[src/rtl/mips_prog_loader.sv]
`default_nettype none
// ============================================================================
// mips_prog_loader : host command port for the MIPS32 core (memory load,
//                    memory/register readback, run-until-halt with timeout)
// Revision 1.0
// ============================================================================
module mips_prog_loader #(
  parameter int MEM_DEPTH   = 1024,
  parameter int TIMEOUT_CYC = 4096,
  parameter int CNT_W       = 16,
  localparam int AW         = $clog2(MEM_DEPTH)
) (
  input  logic          clk1,
  input  logic          rst,
  input  logic          cmd_valid,
  output logic          cmd_ready,
  input  logic [1:0]    cmd_op,
  input  logic [15:0]   cmd_addr,
  input  logic [31:0]   cmd_data,
  output logic          rsp_valid,
  input  logic          rsp_ready,
  output logic [31:0]   rsp_data,
  output logic [1:0]    rsp_status,
  output logic          mem_we,
  output logic          mem_re,
  output logic [AW-1:0] mem_addr,
  output logic [31:0]   mem_wdata,
  input  logic [31:0]   mem_rdata,
  output logic [4:0]    reg_raddr,
  input  logic [31:0]   reg_rdata,
  output logic          cpu_clear,
  output logic          cpu_run,
  input  logic          cpu_halted
);

  localparam int LAW = (AW > 5) ? AW : 5;

  localparam logic [2:0] S_IDLE   = 3'd0;
  localparam logic [2:0] S_WR     = 3'd1;
  localparam logic [2:0] S_RD_REQ = 3'd2;
  localparam logic [2:0] S_RD_CAP = 3'd3;
  localparam logic [2:0] S_REG    = 3'd4;
  localparam logic [2:0] S_CLR    = 3'd5;
  localparam logic [2:0] S_RUN    = 3'd6;
  localparam logic [2:0] S_RESP   = 3'd7;

  localparam logic [1:0] OP_MEM_WR = 2'b00;
  localparam logic [1:0] OP_MEM_RD = 2'b01;
  localparam logic [1:0] OP_REG_RD = 2'b10;

  localparam logic [1:0] ST_OK      = 2'b00;
  localparam logic [1:0] ST_BADADDR = 2'b01;
  localparam logic [1:0] ST_TIMEOUT = 2'b10;

  localparam logic [CNT_W-1:0] C_TIMEOUT = CNT_W'(TIMEOUT_CYC);
  localparam logic [CNT_W-1:0] C_CNT_MAX = {CNT_W{1'b1}};

  logic [2:0]       r_state;
  logic [2:0]       w_next;
  logic             r_cmd_ready;
  logic [LAW-1:0]   r_addr;
  logic [31:0]      r_data;
  logic [CNT_W-1:0] r_cnt;
  logic [31:0]      r_rsp_data;
  logic [1:0]       r_rsp_status;

  logic             w_accept;
  logic             w_bad;
  logic [CNT_W-1:0] w_cnt_inc;
  logic             w_halt_seen;
  logic             w_timeout;

  assign w_accept = cmd_valid && r_cmd_ready;

  always_comb begin
    w_bad = 1'b0;
    if (cmd_op == OP_MEM_WR || cmd_op == OP_MEM_RD)
      w_bad = (int'(cmd_addr) >= MEM_DEPTH);
    else if (cmd_op == OP_REG_RD)
      w_bad = (cmd_addr > 16'd31);
  end

  // The counter is cleared in CLR, so zero marks the first RUN cycle, where a
  // Halted flag left over from the previous program must not end the run.
  assign w_cnt_inc   = (r_cnt == C_CNT_MAX) ? r_cnt : r_cnt + 1'b1;
  assign w_halt_seen = cpu_halted && (r_cnt != '0);
  assign w_timeout   = (w_cnt_inc >= C_TIMEOUT);

  always_comb begin
    w_next = r_state;
    case (r_state)
      S_IDLE: begin
        if (w_accept) begin
          if (w_bad) begin
            w_next = S_RESP;
          end else begin
            case (cmd_op)
              OP_MEM_WR: w_next = S_WR;
              OP_MEM_RD: w_next = S_RD_REQ;
              OP_REG_RD: w_next = S_REG;
              default:   w_next = S_CLR;
            endcase
          end
        end
      end
      S_WR:     w_next = S_RESP;
      S_RD_REQ: w_next = S_RD_CAP;
      S_RD_CAP: w_next = S_RESP;
      S_REG:    w_next = S_RESP;
      S_CLR:    w_next = S_RUN;
      S_RUN:    if (w_halt_seen || w_timeout) w_next = S_RESP;
      S_RESP:   if (rsp_ready) w_next = S_IDLE;
      default:  w_next = S_IDLE;
    endcase
  end

  always_ff @(posedge clk1) begin
    if (rst) begin
      r_state      <= S_IDLE;
      r_cmd_ready  <= 1'b0;
      r_addr       <= '0;
      r_data       <= '0;
      r_cnt        <= '0;
      r_rsp_data   <= '0;
      r_rsp_status <= ST_OK;
    end else begin
      r_state     <= w_next;
      // Registered so ready rises only in the cycle after a response retires.
      r_cmd_ready <= (w_next == S_IDLE);
      case (r_state)
        S_IDLE: begin
          if (w_accept) begin
            r_addr <= cmd_addr[LAW-1:0];
            r_data <= cmd_data;
            if (w_bad) begin
              r_rsp_data   <= '0;
              r_rsp_status <= ST_BADADDR;
            end
          end
        end
        S_WR: begin
          r_rsp_data   <= r_data;
          r_rsp_status <= ST_OK;
        end
        S_RD_CAP: begin
          r_rsp_data   <= mem_rdata;
          r_rsp_status <= ST_OK;
        end
        S_REG: begin
          r_rsp_data   <= reg_rdata;
          r_rsp_status <= ST_OK;
        end
        S_CLR: begin
          r_cnt <= '0;
        end
        S_RUN: begin
          r_cnt <= w_cnt_inc;
          if (w_halt_seen) begin
            r_rsp_data   <= 32'(w_cnt_inc);
            r_rsp_status <= ST_OK;
          end else if (w_timeout) begin
            r_rsp_data   <= 32'(C_TIMEOUT);
            r_rsp_status <= ST_TIMEOUT;
          end
        end
        default: ;
      endcase
    end
  end

  assign cmd_ready  = r_cmd_ready;
  assign rsp_valid  = (r_state == S_RESP);
  assign rsp_data   = r_rsp_data;
  assign rsp_status = r_rsp_status;

  assign mem_we    = (r_state == S_WR);
  assign mem_re    = (r_state == S_RD_REQ);
  assign mem_addr  = (r_state == S_WR || r_state == S_RD_REQ) ? r_addr[AW-1:0] : '0;
  assign mem_wdata = (r_state == S_WR) ? r_data : '0;
  assign reg_raddr = (r_state == S_REG) ? r_addr[4:0] : '0;
  assign cpu_clear = (r_state == S_CLR);
  assign cpu_run   = (r_state == S_RUN);

endmodule
`default_nettype wire

[config.mk]
export PLATFORM = sky130hd
export DESIGN_NAME = mips_prog_loader
export DESIGN_NICKNAME = d
export VERILOG_FILES = /design/src/rtl/mips_prog_loader.sv
export SDC_FILE = /design/constraint.sdc
export NUM_CORES = 1
export LEC_CHECK = 0
export ABC_AREA = 1
export BUFFER_PORTS_ARGS = -buffer_cell sky130_fd_sc_hd__buf_2
export CELL_PAD_IN_SITES_DETAIL_PLACEMENT = 0
export CELL_PAD_IN_SITES_GLOBAL_PLACEMENT = 2
export CORE_MARGIN = 2
export CORE_UTILIZATION = 25
export CTS_CLUSTER_SIZE = 25
export DETAILED_ROUTE_END_ITERATION = 10
export PLACE_DENSITY = 0.81
export RECOVER_POWER = 100
export SLEW_MARGIN = 30
export SYNTH_ARGS = -nofsm -noshare
export SYNTH_HDL_FRONTEND = slang
export SYNTH_SLANG_ARGS = --single-unit
[constraint.sdc]
create_clock -name clk1 -period 2.27 [get_ports clk1]
set_input_delay 0.1135 -clock clk1 [delete_from_list [all_inputs] [get_ports clk1]]
set_output_delay 0.1135 -clock clk1 [all_outputs]
set_load 0.02 [all_outputs]
== Yosys cells after proc, flatten, opt, wreduce, memory -nomap -nowiden ==
Cells that the tools add are included.
Word-level totals
  output and inout bits: 87
  register bits after elaboration: 96
  bits of input ports: 119
Operators by class
  reductions and logical operators: 16
  multiplexer cells: 23
  order comparisons: 3
  equality and inequality tests: 13
  add/subtract/negate cells: 1
Operator list (number)
  32-bit two-way mux: 5
  32-bit case mux with 5 select lines: 1
  16-bit case mux with 2 select lines: 1
  3-bit case mux with 6 select lines: 1
  16-bit by 1-bit adder with 16-bit output, second input constant: 1
  16-bit == test, second input constant: 1
  16-bit by 11-bit greater-or-equal comparator with 1-bit output, second input constant: 1
  16-bit by 13-bit greater-or-equal comparator with 1-bit output, second input constant: 1
  16-bit by 5-bit greater-than comparator with 1-bit output, second input constant: 1
  16-bit two-way mux: 1
  16-bit nonzero test: 1
  3-bit == test, second input constant: 4
  3-bit two-way mux: 4
  10-bit two-way mux: 1
  3-bit case mux with 3 select lines: 1
  2-bit two-way mux: 4
  4-bit AND reduction: 2
  3-bit by 2-bit == test with 1-bit output, second input constant: 2
  3-bit zero test: 2
  2-bit case mux with 3 select lines: 1
  5-bit two-way mux: 1
  5-bit nonzero test: 1
  2-bit inequality test, second input constant: 2
  3-bit by 1-bit == test with 1-bit output, second input constant: 1
  other kinds (11): 15

== Logic depth before layout (Yosys ltp) ==
  word-level depth: 7
  mapped depth: 13
  mapped depth without buffers: 13

== Worst setup path after synthesis ==
No wires, ideal clock.
  path type: reg-to-reg
  start: reg r_state[0]
  end: reg r_rsp_data[5] (netlist: rsp_data[5])
  cell stages (with the launch flop): 10
  arrival time: 1912 ps
  path slack: 290 ps
  cell sequence: dfxtp_1 inv_1 nor3_2 inv_2 clkbuf_1 nor2_1 a221oi_1 o21ai_0 nand2_1 a21oi_2
On the way
  cells in the longest elaborated chain, start to end: 3
RTL lines
  start, declared: RTL line 58  | logic [2:0] r_state;
  start signal, assigned: RTL line 127  | r_state <= w_next;
  3-bit by 1-bit == test with 1-bit output (*)
  via mem_we: RTL line 24  | output logic mem_we,
  5-bit nonzero test (no source line)
  4-bit AND reduction (no source line)
  end signal, assigned: RTL line 142  | r_rsp_data <= r_data;
  end signal, assigned: RTL line 146  | r_rsp_data <= mem_rdata;
  end signal, assigned: RTL line 150  | r_rsp_data <= reg_rdata;
  end, declared: RTL line 64  | logic [31:0] r_rsp_data;
Mark *: on every way through the listed nets, which the timed path passes. The rest lies on a longest branch.
A chain may end at the register's enable or synchronous reset.

== Final worst setup path ==
  start: reg r_state[0]
  end: out mem_wdata[30]
On the way
  cells in the longest elaborated chain, start to end: 2
RTL lines
  3-bit by 1-bit == test with 1-bit output: RTL line 179  | assign mem_wdata = (r_state == S_WR) ? r_data : '0;
  32-bit two-way mux: RTL line 179
  end, declared: RTL line 27  | output logic [31:0] mem_wdata,
Every way passes these cells.

==> run_results.csv <==
group,metric,value,unit
timing,setup_slack,0.2005,ns
critical_path,critPathCapture,"mem_wdata[30]",
route,remaining_routing_drc_violations,0,
route,firstDrtPassIters,5,
logic_synthesis,synthesis.instances,746,
floorplanning,die_w,146.4,µm
clocking,clk_pin_slew_worst_paths,0.07,ns
logic_synthesis,ys_ff_latch,96,
pwr,cellLeakagePower,2.815,nW
final_layout,area.growth.synth_to_final,33.62,%
pwr,design_power_total,6.072,mW
critical_path,register_to_register_path_depth,13,
route,route.detailed.vias_per_inst,4.444,
logic_synthesis,synth_sequential_area_ratio,37.89,%
placed_design,preCtsSetupSlack,0.03919,ns
global_routing,antenna_violations_before_repair,5,
logic_synthesis,synth.lib_cells_used.distinct,34,
worst_hold_path,timing.hold.worst.class,"in -> reg",
timing,slew_headroom,56.34,%
floorplanning,io_pins,206,
critical_path,endpoint_kind,"output pin",
logic_synthesis,post_synth_main_area_contributors,"dfxtp_1, nand2_1, a21oi_1, nor2_1, inv_1",
global_routing,busiest_layer,"met2",
logic_synthesis,synth_area_leader_cell,"dfxtp_1",
timing,tns,0,ns
placed_design,place_congestion,0.7972,
timing,final.hold.worst_slack,0.03541,ns
clocking,cts_max_level,3,
critical_path,launching_point_of_the_worst_reg2reg_path,"r_cnt[1]",
critical_path,timing.critical_path.fanout_max,14,
logic_synthesis,asyncSetResetFlopFracSynth,0,%
route,routed-via-count,5457,
clocking,clk_path_buf_depth,2,
final_layout,fin_util,33.71,%
timing,final_period_minus_worst_setup_slack,2.070,ns
clocking,ctsHoldBuffers,0,
timing,worst-slew-pin-transition,0.6548,ns
logic_synthesis,syn_area_per_cell,6.799,µm²
route,detail_route.wl_per_cell,15.15,µm
route,postRouteAntennaNets,0,
job,drv_cap,0,
global_routing,global_route_wire_length_before_repair,29460,µm
final_layout,layout_commonest_cell,"buf_2",
timing,clock-skew-final,0.007199,ns
timing,final_min_period_over_clock_period,91.17,%
floorplanning,die_h,146.4,µm
floorplanning,rows,52,
clocking,tritoncts_num_sinks,96,
global_routing,first_global_vias,5404,
logic_synthesis,synth_top_cell_area_share,37.89,%
floorplanning,initial_utilization,25.23,%
placed_design,place_hpwl,14330,µm
timing,clock.fmax,483.2,MHz
final_layout,mostFrequentLayoutCells,"buf_2, nand2_1, a21oi_1",
route,routed_wl,18610,µm
clocking,cts_buffers,9,
timing,finalSetupViolations,0,
critical_path,critPathLaunch,"r_state[0]",
worst_hold_path,hold_depth,3,
timing,finalHoldViolations,0,
critical_path,worst_ep_arrival_time,1.96,ns
global_routing,grt_overflow,0,
critical_path,setup.reg_to_reg.worst_slack,0.21,ns
global_routing,use_met1,22.38,%
logic_synthesis,synth-edff-count,0,
clocking,root_buffer,"clkbuf_16",
logic_synthesis,yosys_most_used_dff,"dfxtp_1",
final_layout,layout.nets,1078,
final_layout,drive_gt1_share,27.20,%
global_routing,global_route.usage.total,17.43,%
pwr,pwr_density_cell,895.9,mW/mm²
global_routing,grt_max_degree,51,
timing,timing_max_transition_violations_final,0,
clocking,clk_latency,0.35,ns
critical_path,worstPathRequired,2.16,ns
clocking,cts_setup_buffers,0,
pwr,worst_ir_drop_vdd,0.7349,mV
floorplanning,core-area,0.02010,mm²
critical_path,timing_worst_setup_path_type,"reg -> out",
logic_synthesis,syn-cell-area,0.005072,mm²
critical_path,worst_setup_path_start_kind,"flip-flop",
clocking,tritoncts_clock_tree,"built",
placed_design,io_buffer_count,205,
global_routing,globalRouteMet2Util,29.25,%
logic_synthesis,synth_warnings,0,
logic_synthesis,number_of_nets_produced_by_synthesis,873,
floorplanning,fp.dieArea,0.02144,mm²
route,initialDrtViolationCount,278,
global_routing,grt.met3_usage,3.656,%
critical_path,regToRegEndpoint,"rsp_data[15]",
outcome,run_status,"completed",
critical path, cell delays in order (launching register included):
cell and delay, ns:
dfxtp_4 0.40, inv_1 0.10, nor3_2 0.19, inv_2 0.15, buf_4 0.23, nor2_1 0.29
buf_2 0.24
timing repair:
| item | 4_1_cts | 5_1_grt |
|---|---|---|
| resized for setup | 2 | 7 |
| pin swaps | 0 | 0 |
| setup endpoints to repair | 10 | 35 |
how the worst min path moves through the flow:
stage,start,endpoint,slack [ns]
3_3_place_gp,cmd_data[19],r_data[19],0.39
2_1_floorplan,cmd_addr[5],r_addr[5],0.31
3_5_place_dp,cmd_data[19],r_data[19],0.40
4_1_cts,cmd_data[20],r_data[20],0.02
5_1_grt,cmd_data[20],r_data[20],0.05
6_report,cmd_addr[4],r_addr[4],0.04
layout make-up:
| class | count | area, µm² |
|---|---|---|
| tap | 270 | 337.8 |
| timing repair buffer | 233 | 1249 |
| clock buffer | 11 | 242.7 |
| sequential | 96 | 1926 |
| clock inverter | 5 | 32.53 |
| fill | 2252 | 13330 |
| multi-input combinational | 524 | 2658 |
| inverter | 87 | 327.8 |
| antenna | 2 | 5.005 |
registers in the layout, summed over array words and instances (netlist names):
signal	flops
r_cnt	16
r_addr	10
r_data	32
rsp_data	32
rsp_status	2
r_state	3
cmd_ready	1
stage by stage:
stage / cells / instance area [µm²]
final: 1228 / 6778
after CTS: 1226 / 6803
after floorplan: 746 / 5072
after global placement: 1210 / 6525
after global routing: 1228 / 6778
after detailed placement: 1210 / 6525
Yosys cell counts, drive strengths merged, types with 2 or more instances:
cell type	instances
nand3	37
clkbuf	32
ha	8
dfxtp	96
a221oi	13
inv	86
a21oi	111
nor2	89
o21ai	64
a21o	15
o211ai	2
nor3	8
buf	7
or2	4
xor2	2
nand2	163
nand4	4
kinds of logic (layout without fill, tap and decap cells):
family	Yosys count	after routing	synth area share, %
AOI/OAI and AO/OA	208	208	23.58
xor gates and xnor gates	3	3	0.5181
adders and majority gates	8	8	1.973
buffers and inverters	126	336	9.990
DFF	96	96	37.89
other	0	2	0
and+or+nand+nor	305	305	26.05
per-layer routing:
| metal | up-vias | wire (µm) |
|---|---|---|
| met5 | - | 41 |
| met4 | 6 | 222 |
| met3 | 17 | 1004 |
| met2 | 135 | 8814 |
| met1 | 2454 | 8525 |
| li1 | 2845 | - |
power by group:
group | leakage [nW] | switching [mW] | total [mW] | internal (mW)
combinational | 1.91 | 1.71 | 2.58 | 0.872
sequential | 0.778 | 0.116 | 2.05 | 1.93
clock | 0.128 | 0.675 | 1.44 | 0.770
Note: power is estimated with default switching activity, not from simulation.
